File: src/rtl/controlador_autenticacao.sv
// Sequential front-end for the authentication comparator: code/password capture, priority-resolved grant,
// failure counting and timed lockout. Define TIMEOUT_EN to add a password-entry timeout.
module controlador_autenticacao #(
    parameter int MAX_TENTATIVAS = 3,
    parameter int TEMPO_ACESSO   = 8,
    parameter int TEMPO_NEGADO   = 4,
    parameter int TEMPO_BLOQUEIO = 16,
    parameter int TEMPO_ESPERA   = 32
) (
    input  logic       CLK,
    input  logic       RST,
    input  logic [2:0] CODIGO,
    input  logic       CONFIRMA,
    input  logic       SAIR,
    input  logic [2:0] AUT,
    output logic [2:0] USUARIO,
    output logic [2:0] SENHA,
    output logic [2:0] NIVEL,
    output logic       ACESSO,
    output logic       NEGADO,
    output logic       BLOQUEADO,
    output logic [1:0] TENTATIVAS,
    output logic [2:0] ESTADO
);

    typedef enum logic [2:0] {
        ESPERA_USUARIO = 3'd0,
        ESPERA_SENHA   = 3'd1,
        COMPARA        = 3'd2,
        AVALIA         = 3'd3,
        LIBERADO       = 3'd4,
        ST_NEGADO      = 3'd5,
        BLOQUEIO       = 3'd6
    } state_t;

    localparam logic [7:0] LOAD_ACESSO   = 8'(TEMPO_ACESSO - 1);
    localparam logic [7:0] LOAD_NEGADO   = 8'(TEMPO_NEGADO - 1);
    localparam logic [7:0] LOAD_BLOQUEIO = 8'(TEMPO_BLOQUEIO - 1);
    localparam logic [2:0] MAX_T         = 3'(MAX_TENTATIVAS);

    // Elaboration-time range checks on the configuration.
    if (MAX_TENTATIVAS < 1 || MAX_TENTATIVAS > 3) begin : g_bad_max
        $error("MAX_TENTATIVAS out of range 1..3");
    end
    if (TEMPO_ACESSO < 1 || TEMPO_ACESSO > 256 || TEMPO_NEGADO < 1 || TEMPO_NEGADO > 256 ||
        TEMPO_BLOQUEIO < 1 || TEMPO_BLOQUEIO > 256 || TEMPO_ESPERA < 1 || TEMPO_ESPERA > 256) begin : g_bad_tempo
        $error("TEMPO_* out of range 1..256");
    end

`ifdef TIMEOUT_EN
    localparam logic [7:0] LOAD_ESPERA = 8'(TEMPO_ESPERA - 1);
`endif

    state_t     state, next_state;
    logic [7:0] timer, next_timer;
    logic [2:0] next_usuario, next_senha, next_nivel;
    logic [1:0] next_tent;
    logic       confirma_q, sair_q;
    logic       confirma_edge, sair_edge;

    assign confirma_edge = CONFIRMA & ~confirma_q;
    assign sair_edge     = SAIR & ~sair_q;

    always_ff @(posedge CLK or posedge RST) begin
        if (RST) begin
            state      <= ESPERA_USUARIO;
            timer      <= '0;
            USUARIO    <= '0;
            SENHA      <= '0;
            NIVEL      <= '0;
            TENTATIVAS <= '0;
            // Held buttons across reset release must not register as a press.
            confirma_q <= 1'b1;
            sair_q     <= 1'b1;
        end else begin
            state      <= next_state;
            timer      <= next_timer;
            USUARIO    <= next_usuario;
            SENHA      <= next_senha;
            NIVEL      <= next_nivel;
            TENTATIVAS <= next_tent;
            confirma_q <= CONFIRMA;
            sair_q     <= SAIR;
        end
    end

    always_comb begin
        next_state   = state;
        next_usuario = USUARIO;
        next_senha   = SENHA;
        next_nivel   = NIVEL;
        next_tent    = TENTATIVAS;
        next_timer   = (timer != '0) ? timer - 8'd1 : '0;

        case (state)
            ESPERA_USUARIO: begin
                if (confirma_edge) begin
                    next_usuario = CODIGO;
                    next_state   = ESPERA_SENHA;
                end
            end
            ESPERA_SENHA: begin
                if (confirma_edge) begin
                    next_senha = CODIGO;
                    next_state = COMPARA;
                end
`ifdef TIMEOUT_EN
                else if (timer == '0) begin
                    next_usuario = '0;
                    next_state   = ESPERA_USUARIO;
                end
`endif
            end
            COMPARA: next_state = AVALIA;
            AVALIA: begin
                if (AUT != '0) begin
                    next_nivel = AUT[2] ? 3'b100 : (AUT[1] ? 3'b010 : 3'b001);
                    next_tent  = '0;
                    next_state = LIBERADO;
                end else if ({1'b0, TENTATIVAS} + 3'd1 < MAX_T) begin
                    next_tent  = TENTATIVAS + 2'd1;
                    next_state = ST_NEGADO;
                end else begin
                    next_tent  = 2'(MAX_TENTATIVAS);
                    next_state = BLOQUEIO;
                end
            end
            LIBERADO: begin
                if (sair_edge || timer == '0) begin
                    next_usuario = '0;
                    next_senha   = '0;
                    next_nivel   = '0;
                    next_state   = ESPERA_USUARIO;
                end
            end
            ST_NEGADO: begin
                if (timer == '0) begin
                    next_usuario = '0;
                    next_senha   = '0;
                    next_state   = ESPERA_USUARIO;
                end
            end
            BLOQUEIO: begin
                if (timer == '0) begin
                    next_tent    = '0;
                    next_usuario = '0;
                    next_senha   = '0;
                    next_state   = ESPERA_USUARIO;
                end
            end
            default: next_state = ESPERA_USUARIO;
        endcase

        // Timer is loaded with T-1 on entry so the state lasts exactly T cycles.
        if (next_state != state) begin
            case (next_state)
                LIBERADO:     next_timer = LOAD_ACESSO;
                ST_NEGADO:    next_timer = LOAD_NEGADO;
                BLOQUEIO:     next_timer = LOAD_BLOQUEIO;
`ifdef TIMEOUT_EN
                ESPERA_SENHA: next_timer = LOAD_ESPERA;
`endif
                default:      next_timer = '0;
            endcase
        end
    end

    assign ACESSO    = (state == LIBERADO);
    assign NEGADO    = (state == ST_NEGADO);
    assign BLOQUEADO = (state == BLOQUEIO);
    assign ESTADO    = state;

endmodule

File: config.mk
export PLATFORM = sky130hd
export DESIGN_NAME = controlador_autenticacao
export DESIGN_NICKNAME = d
export VERILOG_FILES = /design/src/rtl/controlador_autenticacao.sv
export SDC_FILE = /design/constraint.sdc
export NUM_CORES = 1
export LEC_CHECK = 0
export BUFFER_PORTS_ARGS = -buffer_cell sky130_fd_sc_hd__buf_2
export CORE_AREA = 5 5 57 70
export DETAILED_ROUTE_END_ITERATION = 8
export DIE_AREA = 0 0 62 75
export GPL_TIMING_DRIVEN = 0
export PLACE_DENSITY = 0.61
export SLEW_MARGIN = 10
export SYNTH_ARGS = -nofsm -noshare
export SYNTH_HDL_FRONTEND = slang
export SYNTH_SLANG_ARGS = --single-unit
File: constraint.sdc
create_clock -name CLK -period 2.3 [get_ports CLK]
set_input_delay 0.23 -clock CLK [delete_from_list [all_inputs] [get_ports CLK]]
set_output_delay 0.23 -clock CLK [all_outputs]
set_load 0.02 [all_outputs]
==> impl_metrics.tcl, run 1 <==
set metrics [dict create \
    outcome "finished clean" \
    ant_nets 0 \
    insertedDiodeCount 0 \
    max_slew_margin_pct 40.4 \
    cts_made_buffers 3 \
    clockRootBuffer "clkbuf_8" \
    ioPinCount 27 \
    final_nets 151 \
    critPathKind "register to register" \
    num_rows 23 \
    worstSetupStartpointType "register" \
    clk_pin_slew_ps 80 \
    grt_pass1_wl_mm 4.64 \
    cts_resized 0 \
    synthCells 109 \
    die_y_microns 75 \
    crit_arrival_ps 2000 \
    power_density_nw_per_um2 1410 \
    place_ws_ps 468 \
    portBuffers 26 \
    syn-num-nets 120 \
    grt_pass1_vias 1017 \
    rsz0062_at_grt "false" \
    vdd_drop_max_mv 0.714 \
    synth_warnings 0 \
    cts_setup_buffers 0 \
    worstSetupEndpointType "register" \
    crit_required_ps 2460 \
    drt_pass1_iterations 4 \
    die_w_microns 62 \
    p_total_mw 2.04 \
    hold_viol 0 \
    grt_antenna_before_repair 0 \
    dieArea_sq_um 4650 \
    synth_ff_type "dfrtp_1" \
    p_leak_nw 0.684 \
    synthDistinctLibCells 45 \
    place_hpwl_mm 2.10 \
    fin_util_pct 44.8 \
    detail_route.wl_per_cell_microns 15.5 \
    maxCapViolations 0 \
    hold_buffers 0 \
    grt_overflow 0 \
    initial_utilization_pct 37.6 \
    finalCritPeriodShare_pct 80.1 \
    setup_ws_ps 457 \
    clkLatencyLatePin_ps 270 \
    async_flop_share_pct 100 \
    finalMaxSlewViolations 0 \
    netlist_area_sq_um 1210 \
    vias_per_cell 5.63 \
    synth_seq_area_share_pct 49.7 \
    setup-violations-final 0 \
    critPathMaxFanout 5 \
    clock_skew_ps 1.58 \
    hold_slack_ps 69.4 \
    numPlacedInstances 172 \
    tritoncts "built" \
    clock-sinks 24 \
    synth_edf_count 0 \
    placedInstanceArea_sq_um 1390 \
    ys_ff_latch 24 \
    worst_pin_slew_ps 893 \
    fin_area_sq_um 1440 \
    drtIter0Drc 41 \
    multi_input_area_sq_um 571 \
    avgSynthCellArea_sq_um 11.1 \
    core_area_sq_um 3220 \
    tns_ps 0 \
    grt_usage_pct 13.8 \
    clockBufferDepth 2 \
    drc_errors 0 \
    final-seq-area_sq_um 603 \
    final_cells 176 \
    fmax_mhz 543 \
    n_fill_cell 317 \
    syn_to_final_growth_pct 19.1 \
    layout-drive-gt1-share_pct 33.1 \
    hold_class "primary input to register" \
    final.min_clock_period_ps 1840 \
    finalWirelength_mm 2.73 \
    h-tree-depth 1 \
    via_count 991 \
    grt_max_degree 25 \
    gp_congestion 0.799 \
]
==> cell usage after synthesis (2+ instances only) <==
master    n  area (sq um)
dfstp_2   2          52.6
a32o_1    3          30.0
nand2_1   6          22.5
a22o_1    7          61.3
xnor2_1   3          26.3
o21ai_1   6          30.0
nor2b_1   3          18.8
mux2i_1   2          20.0
nor2_1    9          33.8
a21oi_1   3          15.0
dfrtp_1  22           551
nor3_1    7          35.0
inv_1     4          15.0
==> final cells by class <==
cell class,count,area share (%)
flip-flops and latches,24,41.8
multi-input cells,77,39.5
repair buffers,26,9.01
clock buffers,4,3.81
well taps,37,3.21
plain buffers,3,1.39
inverters,5,1.30
==> path summary, 6_finish.rpt <==
kind,startpoint,cells past startpoint,endpoint,slack [ps]
hold reg to reg,SENHA[0]$_DFFE_PP0P_,1,SENHA[0]$_DFFE_PP0P_,510
setup / recovery,timer[0]$_DFF_PP0_,6,NIVEL[1]$_DFFE_PP0P_,460
setup reg to reg,timer[0]$_DFF_PP0_,6,NIVEL[1]$_DFFE_PP0P_,460
max in group asynchronous,RST,2,timer[2]$_DFF_PP0_,1610
hold / removal,SAIR,1,sair_q$_DFF_PP1_,70
min in group asynchronous,RST,2,timer[6]$_DFF_PP0_,140
==> critical path, cell delays in order, from the launching register on <==
cell     delay [ps]
dfrtp_1         410
inv_1            70
ha_1            200
or3b_4          450
nor2_4          180
o21ai_1         140
a32o_1          280
==> layer usage <==
metal / GRT usage [%] / up-vias / wire [microns]
met1: 15.2 / 496 / 1080
met3: 3.09 / 5 / 101
met2: 24.3 / 20 / 1490
met5: 0 / - / 0
met4: 7.08 / 0 / 61
li1: - / 470 / -
==> cell usage in the layout, fill, tap and decap left out, types with 2 or more instances in the layout <==
cell type  netlist  layout
inv_1            4       4
o21ai_1          6       6
nand2_1          6       6
a21oi_1          3       3
nor2_1           9       9
nor2b_1          3       3
xnor2_1          3       3
clkbuf_8         0       4
mux2i_1          2       2
a22o_1           7       7
buf_2            1      27
nor3_1           7       7
dfstp_2          2       2
dfrtp_1         22      22
a32o_1           3       3
==> flip-flops by register name (all words and copies together) (netlist names) <==
| name | count |
|---|---|
| timer | 8 |
| ESTADO | 3 |
| NIVEL | 3 |
| SENHA | 3 |
| USUARIO | 3 |
| TENTATIVAS | 2 |
| confirma_q | 1 |
| sair_q | 1 |
==> power breakdown <==
part / internal [mW] / leakage (nW) / switching, mW
registers: 0.582 / 0.310 / 0.142
clock network: 0.153 / 0.0288 / 0.132
logic: 0.442 / 0.345 / 0.589
total: 1.18 / 0.684 / 0.863
==> cell families (layout without fill, tap and decap cells) <==
family,Yosys count,after routing,share of synthesized area [%]
flip-flops,24,24,49.7
multiplexers,2,2,1.65
adder cells (fa/ha/maj),1,1,1.03
AND/OR/NAND/NOR,41,41,21.0
XOR/XNOR,3,3,2.17
buffers and inverters,8,38,3.20
AO/OA/AOI/OAI,30,30,21.3
Power figures use the tool's default switching activity.
==> run 2: changes to the inputs <==
--- a/config.mk
+++ b/config.mk
@@ -10,7 +10,7 @@
 export DETAILED_ROUTE_END_ITERATION = 8
 export DIE_AREA = 0 0 62 75
 export GPL_TIMING_DRIVEN = 0
-export PLACE_DENSITY = 0.61
+export PLACE_DENSITY = 0.63
 export SLEW_MARGIN = 10
 export SYNTH_ARGS = -nofsm -noshare
 export SYNTH_HDL_FRONTEND = slang
==> constraint.sdc (replaced) <==
create_clock -name CLK -period 1.6 [get_ports CLK]
set_input_delay 0.16 -clock CLK [delete_from_list [all_inputs] [get_ports CLK]]
set_output_delay 0.16 -clock CLK [all_outputs]
set_load 0.02 [all_outputs]
==> impl_metrics.tcl, run 2 (synthesized netlist as in run 1, its figures left out) <==
set metrics [dict create \
    tritoncts "built" \
    syn_to_final_growth_pct 33.6 \
    violations "negative setup slack" \
    vdd_drop_max_mv 1.13 \
    worst_path_max_delay_cell "or3b_4" \
    finalMaxSlewViolations 0 \
    reg2reg_slack_ps -110 \
    final_nets 165 \
    crit_arrival_ps 1860 \
    grt_usage_pct 13.3 \
    finalWirelength_mm 2.88 \
    clock-sinks 24 \
    power_density_nw_per_um2 2010 \
    crit_required_ps 1760 \
    gp_congestion 0.763 \
    worstSetupStartpointType "register" \
    h-tree-depth 1 \
    hold_slack_ps 73.5 \
    clk_pin_slew_ps 90 \
    final_common_cell "buf_2" \
    grt_pass1_vias 1017 \
    die_y_microns 75 \
    drc_errors 0 \
    drtIter0Drc 28 \
    top_register "timer" \
    clkLatencyLatePin_ps 270 \
    crit_path_end "ESTADO[1]$_DFF_PP0_" \
    initial_utilization_pct 37.6 \
    final.min_clock_period_ps 1710 \
    fmax_mhz 585 \
    crit_buf_inv 1 \
    worstSetupEndpointType "register" \
    vias_per_cell 5.40 \
    grt_max_degree 25 \
    final_cell_mix "buf_2 (27), dfrtp_1 (19), buf_4 (12)" \
    num_rows 23 \
    place_hpwl_mm 2.03 \
    clockRootBuffer "clkbuf_8" \
    fin_area_sq_um 1620 \
    rsz0062_at_grt "true" \
    outcome "complete, but fails checks" \
    place_ws_ps -171 \
    slowest_delay_ps 430 \
    maxCapViolations 0 \
    setup-violations-final 19 \
    insertedDiodeCount 0 \
    worst_pin_slew_ps 907 \
    grt_antenna_before_repair 0 \
    r2r-end "ESTADO[1]$_DFF_PP0_" \
    setup_ws_ps -109 \
    tns_ps -1050 \
    max_slew_margin_pct 39.5 \
    p_leak_nw 0.759 \
    hold_viol 0 \
    drt_pass1_iterations 4 \
    p_total_mw 3.25 \
    critPathMaxFanout 5 \
    layout-drive-gt1-share_pct 45.8 \
    r2r_cells 6 \
    worst_r2r_startpoint "timer[0]$_DFF_PP0_" \
    finalCritPeriodShare_pct 107 \
    dieArea_sq_um 4650 \
    largest_reg_flops 8 \
    grt_overflow 0 \
    placedInstanceArea_sq_um 1410 \
    hold_class "primary input to async pin" \
    critPathKind "register to register" \
    portBuffers 26 \
    ant_nets 0 \
    grt_pass1_wl_mm 4.64 \
    core_area_sq_um 3220 \
    path_depth 6 \
    ioPinCount 27 \
    cts_made_buffers 3 \
    die_w_microns 62 \
    cp-startpoint "timer[0]$_DFF_PP0_" \
    via_count 1026 \
    clockBufferDepth 2 \
    crit_family "simple AND/OR/NAND/NOR gates" \
    detail_route.wl_per_cell_microns 15.2 \
    crit_path_cell_trace "inv_1, ha_2, or3b_4, nor2_4, nand2_2, a221o_1" \
    clock_skew_ps 4.10 \
]
## run 2: cell type report
cell class / count / area, sq um
plain buffers: 3 / 20.0
clock buffers: 4 / 55.1
fillers: 312 / 1600
inverters: 5 / 18.8
multi-input cells: 77 / 633
flip-flops and latches: 24 / 607
well taps: 37 / 46.3
repair buffers: 40 / 240
## run 2: layer usage
metal	up-vias	GRT usage [%]	part of all wire, %
met4	0	4.25	1.4
met1	508	15.3	41
met2	21	24.7	55
li1	492	-	-
met3	5	1.89	3.2
met5	-	0	0
## run 2: worst min path at each step
stage,from,endpoint,slack (ps),cells past startpoint
finish,RST,USUARIO[2]$_DFFE_PP0P_,70,2
global route,CODIGO[2],USUARIO[2]$_DFFE_PP0P_,120,2
CTS,RST,USUARIO[0]$_DFFE_PP0P_,110,2
detailed placement,SAIR,sair_q$_DFF_PP1_,280,1
global placement,CONFIRMA,confirma_q$_DFF_PP1_,280,1
floorplan,CONFIRMA,confirma_q$_DFF_PP1_,160,0
## run 2: stage by stage
stage                     util [%]  std cells
after floorplan                  -        109
after global placement        43.8        172
after detailed placement      43.8        172
after CTS                     48.2        184
after global routing          50.3        190
final                         50.3        190
## run 2: what timing repair did
item                                   CTS  global route
setup buffers                            6             6
hold buffers                             2             0
pin swaps                                7             7
resized for setup                        4             5
setup endpoints to repair               19            23
endpoints found under the hold margin    2             0
## run 2: report_power, final
part,total (mW),switching [mW],internal (mW)
sequential,1.03,0.193,0.840
combinational,1.80,0.959,0.841
clock,0.421,0.202,0.220
## run 2: worst reg2reg max path, delay by kind of cell (launching register included)
kind	cells	cell delay [ps]
compound gates	1	300
buf+inv	1	60
simple gates	3	690
fa+ha+maj	1	170
flops	1	380
